`src/rtl/mcseq_pkg.sv`:
```
// Shared types and constants for the multi-cycle CPU sequencer.
// State encoding, opcode map, ALU function codes, immediate formats and
// small opcode-class helpers used by both the FSM and the output decoder.
package mcseq_pkg;

  typedef enum logic [2:0] {
    S_IDLE   = 3'd0,
    S_FETCH  = 3'd1,
    S_DECODE = 3'd2,
    S_EXEC   = 3'd3,
    S_MEM    = 3'd4,
    S_WB     = 3'd5,
    S_HALT   = 3'd6
  } state_t;

  // Opcodes 00xx (R-type) and 01xx (ALU-immediate) are recognised by op[3] == 0.
  localparam logic [3:0] OP_LDR  = 4'b1000;
  localparam logic [3:0] OP_STR  = 4'b1001;
  localparam logic [3:0] OP_B    = 4'b1010;
  localparam logic [3:0] OP_BEQ  = 4'b1011;
  localparam logic [3:0] OP_NOP  = 4'b1100;
  localparam logic [3:0] OP_ILL0 = 4'b1101;
  localparam logic [3:0] OP_ILL1 = 4'b1110;
  localparam logic [3:0] OP_HALT = 4'b1111;

  localparam logic [2:0] ALU_ADD = 3'b000;
  localparam logic [2:0] ALU_SUB = 3'b001;
  localparam logic [2:0] ALU_AND = 3'b010;
  localparam logic [2:0] ALU_OR  = 3'b011;

  localparam logic [1:0] IMM_ALU = 2'b00;
  localparam logic [1:0] IMM_MEM = 2'b01;
  localparam logic [1:0] IMM_BR  = 2'b10;

  // R-type or ALU-immediate
  function automatic logic is_alu_op(input logic [3:0] op);
    return ~op[3];
  endfunction

  // LDR or STR
  function automatic logic is_mem_op(input logic [3:0] op);
    return (op[3:1] == 3'b100);
  endfunction

  // B or BEQ
  function automatic logic is_branch_op(input logic [3:0] op);
    return (op[3:1] == 3'b101);
  endfunction

  function automatic logic is_illegal_op(input logic [3:0] op);
    return (op == OP_ILL0) || (op == OP_ILL1);
  endfunction

  // Opcodes that need an EXEC cycle after DECODE
  function automatic logic needs_exec(input logic [3:0] op);
    return is_alu_op(op) || is_mem_op(op) || is_branch_op(op);
  endfunction

endpackage

```
`src/rtl/mcseq_out_decode.sv`:
```
// Combinational strobe decoder for the multi-cycle sequencer.
// Maps (state, op, op_q, zero, mem_ready) to the datapath control strobes.
// op is the live IR field, used only in DECODE for illegal-opcode detection;
// every other state decodes from the latched op_q.
module mcseq_out_decode
  import mcseq_pkg::*;
(
  input  logic [2:0] state,
  input  logic [3:0] op,
  input  logic [3:0] op_q,
  input  logic       zero,
  input  logic       mem_ready,
  output logic       mem_req,
  output logic       mem_we,
  output logic       adr_src,
  output logic       ir_write,
  output logic       pc_write,
  output logic       pc_src,
  output logic       reg_write,
  output logic       alu_src,
  output logic [1:0] imm_src,
  output logic       result_src,
  output logic [2:0] alu_control,
  output logic       halted,
  output logic       illegal_op
);

  state_t st;
  assign st = state_t'(state);

  // Per-state strobe decode; everything defaults low so IDLE/HALT stay quiet.
  always_comb begin
    mem_req     = 1'b0;
    mem_we      = 1'b0;
    adr_src     = 1'b0;
    ir_write    = 1'b0;
    pc_write    = 1'b0;
    pc_src      = 1'b0;
    reg_write   = 1'b0;
    alu_src     = 1'b0;
    imm_src     = IMM_ALU;
    result_src  = 1'b0;
    alu_control = ALU_ADD;
    halted      = 1'b0;
    illegal_op  = 1'b0;
    case (st)
      S_FETCH: begin
        // Instruction address comes from PC; IR and PC+1 load on the completing cycle.
        mem_req  = 1'b1;
        adr_src  = 1'b0;
        ir_write = mem_ready;
        pc_write = mem_ready;
        pc_src   = 1'b0;
      end
      S_DECODE: begin
        illegal_op = is_illegal_op(op);
      end
      S_EXEC: begin
        if (is_alu_op(op_q)) begin
          alu_control = {1'b0, op_q[1:0]};
          alu_src     = op_q[2];
          imm_src     = IMM_ALU;
        end else if (is_mem_op(op_q)) begin
          alu_control = ALU_ADD;
          alu_src     = 1'b1;
          imm_src     = IMM_MEM;
        end else if (op_q == OP_B) begin
          pc_write = 1'b1;
          pc_src   = 1'b1;
          imm_src  = IMM_BR;
        end else if (op_q == OP_BEQ) begin
          alu_control = ALU_SUB;
          pc_write    = zero;
          pc_src      = 1'b1;
        end
      end
      S_MEM: begin
        // Data address comes from the ALU result register.
        mem_req = 1'b1;
        adr_src = 1'b1;
        mem_we  = (op_q == OP_STR);
      end
      S_WB: begin
        reg_write  = 1'b1;
        result_src = (op_q == OP_LDR);
      end
      S_HALT: begin
        halted = 1'b1;
      end
      default: begin
      end
    endcase
  end

endmodule

```
`config.mk`:
```
export PLATFORM = sky130hd
export DESIGN_NAME = mcseq_out_decode
export DESIGN_NICKNAME = d
export VERILOG_FILES = /design/src/rtl/mcseq_pkg.sv /design/src/rtl/mcseq_out_decode.sv
export SDC_FILE = /design/constraint.sdc
export NUM_CORES = 1
export LEC_CHECK = 0
export ABC_AREA = 1
export CAP_MARGIN = 5
export CORE_AREA = 2 2 39 41
export DETAILED_ROUTE_END_ITERATION = 8
export DIE_AREA = 0 0 41 43
export SLEW_MARGIN = 0
export SYNTH_ARGS = -nofsm -noshare
export SYNTH_HDL_FRONTEND = slang
export SYNTH_SLANG_ARGS = --single-unit
```
`constraint.sdc`:
```
create_clock -name vclk -period 0.8
set_clock_uncertainty 0.2 [all_clocks]
set_input_delay 0.16 -clock vclk [all_inputs]
set_output_delay 0.16 -clock vclk [all_outputs]
set_load 0.005 [all_outputs]
```
==> flow_metrics.env <==
export IMPL_hpwl_um=656
export IMPL_combPwrFrac_pct=100.0
export IMPL_timing_final_ws_setup_ns=-0.405
export IMPL_outcome="complete, but fails checks"
export IMPL_critPathMaxFanout=4
export IMPL_synth_nets=57
export IMPL_hold_end="alu_control[1]"
export IMPL_die_w_um=41
export IMPL_drv_slew=0
export IMPL_num_rows=14
export IMPL_cpPeakStageDelay_ns=0.14
export IMPL_dr_pass1_iters=4
export IMPL_die_area_mm2=0.00176
export IMPL_synth_cells=44
export IMPL_gp_congestion=0.738
export IMPL_vdd_drop_max_mv=0.164
export IMPL_critPathKind="input pin to output pin"
export IMPL_power_per_cell_area_mw_per_mm2=431
export IMPL_grtUsageTotal_pct=14.2
export IMPL_remaining_drc_errors=0
export IMPL_final_min_clock_period_ns=1.21
export IMPL_maxCapViolCount=0
export IMPL_leakage_nw=0.410
export IMPL_critical_path_cell_count=6
export IMPL_register_area_um2=0
export IMPL_seq_cells=0
export IMPL_fin_crit_sh_pct=151
export IMPL_synth_area_leaders="nand3_1 16%, nor3_1 13%, inv_1 12%"
export IMPL_wl_um=1300
export IMPL_dpl_worst_slack_ns=-1.27
export IMPL_cp_end_kind="output pin"
export IMPL_rsz0062_at_grt="yes"
export IMPL_path_buf_inv=3
export IMPL_first_iter_violations=4
export IMPL_crit_arrival_ns=0.85
export IMPL_fin_tns_setup_ns=-4.59
export IMPL_finalNetCount=104
export IMPL_hold_viol=0
export IMPL_syn_cell_area_um2=225
export IMPL_synth_top_area_share_pct=15.6
export IMPL_violations="setup timing"
export IMPL_antenna_found_initial=0
export IMPL_pwr_share_seq_pct=0
export IMPL_grt_pass1_vias=422
export IMPL_synth_cell_type_count=14
export IMPL_place_inst=89
export IMPL_diodes=0
export IMPL_yosys_area_top_type="nand3_1"
export IMPL_n_clock_buffer=0
export IMPL_hold_start="op_q[3]"
export IMPL_power_switching_uw=159
export IMPL_min_path_type="input pin to output pin"
export IMPL_clkPwrFrac_pct=0
export IMPL_holdWs_ns=0.357
export IMPL_p_total_uw=356
export IMPL_drive_gt1_share_pct=85.4
export IMPL_start_util_pct=16.3
export IMPL_layoutNonFillerInstCount=105
export IMPL_path_delay_family="buffers and inverters"
export IMPL_avgRoutedWirePerCell_um=12.4
export IMPL_ant_nets=0
export IMPL_cp_start_kind="input pin"
export IMPL_power_internal_uw=196
export IMPL_min_delay_path_depth=3
export IMPL_stdcell_area_um2=826
export IMPL_ys_seq_area_share_pct=0
export IMPL_portBuffers=28
export IMPL_swShare_pct=44.8
export IMPL_path_cells="buf_8 -> nor2_4 -> nand2_2 -> buf_6 -> nor3_2 -> buf_2"
export IMPL_setup_viol=15
export IMPL_grt_max_degree=8
export IMPL_cp_required_ns=0.44
export IMPL_fmax_mhz=830
export IMPL_coreArea_mm2=0.00138
export IMPL_grt_pass1_wl_um=1810
export IMPL_io_pins=29
export IMPL_avgSynthCellArea_um2=5.12
export IMPL_die_y_um=43
export IMPL_grt_overflow=0
export IMPL_cp_slowest_cell="nor3_2"
export IMPL_multi_input_area_um2=297
export IMPL_yosysWarnings=0
export IMPL_dpl_instance_area_um2=558
export IMPL_nFillCells=124
export IMPL_fin_util_pct=59.7
export IMPL_via_count=464
export IMPL_via_per_inst=4.42
export IMPL_syn2layout_area_growth_pct=267
[cell usage in the layout, fill, tap and decap left out, types with 2 or more instances in the layout]
cell	synthesis	routed
a21oi_2	0	2
buf_12	0	4
buf_2	0	17
buf_4	1	8
buf_6	1	12
buf_8	0	3
clkinv_8	0	2
dlygate4sd2_1	0	2
inv_1	7	2
inv_2	3	3
inv_4	0	2
nand2_1	6	4
nand2_2	0	2
nand3_2	0	3
nand3_4	0	3
nor2_1	6	2
nor2_2	1	3
nor2_4	1	3
nor3_2	0	4
nor3_4	0	2
[what timing repair did]
action	4_1_cts	5_1_grt
buffers inserted	11	5
pin swaps	16	10
hold buffers	0	0
gates resized for setup	150	25
endpoints found under the setup margin	15	15
[cells in the mapped netlist]
cell / count
a21oi_1: 2
buf_4: 1
buf_6: 1
conb_1: 1
inv_1: 7
inv_2: 3
nand2_1: 6
nand3_1: 7
nand4_1: 1
nand4_4: 1
nor2_1: 6
nor2_2: 1
nor2_4: 1
nor3_1: 6
[worst max-delay path by stage]
stage / start / endpoint / slack, ns
after detailed placement: state[0] / alu_control[0] / -1.27
after global routing: op_q[2] / mem_we / -0.44
after global placement: state[0] / alu_control[0] / -1.26
final: op_q[2] / mem_we / -0.41
after CTS: op_q[2] / result_src / -0.40
after floorplan: state[0] / pc_write / -0.15
[layer usage]
layer / global-route usage, % / vias to the layer above / routed length [um]
met4: 6.00 / 0 / 64
li1: - / 231 / -
met5: 0 / - / 0
met2: 25.3 / 20 / 722
met3: 1.57 / 6 / 95
met1: 15.5 / 207 / 420
[kinds of logic (layout without fill, tap and decap cells)]
logic type      Yosys count  count (layout)  synth area share (%)
compound gates            2               2                  4.44
other cells               1               1                  1.67
simple gates             29              29                  68.9
buf+inv                  12              57                  25.0
[layout make-up]
type / instances / share of cell area, %
Timing Repair Buffer: 47 / 52.6
Multi-Input combinational cell: 32 / 35.9
Tap cell: 16 / 2.42
Inverter: 10 / 9.09
[power by group through the flow]
stage	logic (mW)	registers (mW)	clock network [mW]
after detailed placement	0.201	0	0
after global placement	0.201	0	0
after global routing	0.376	0	0
after floorplan	0.0803	0	0
final	0.356	0	0
after CTS	0.280	0	0
(Power assumes the default switching activity.)
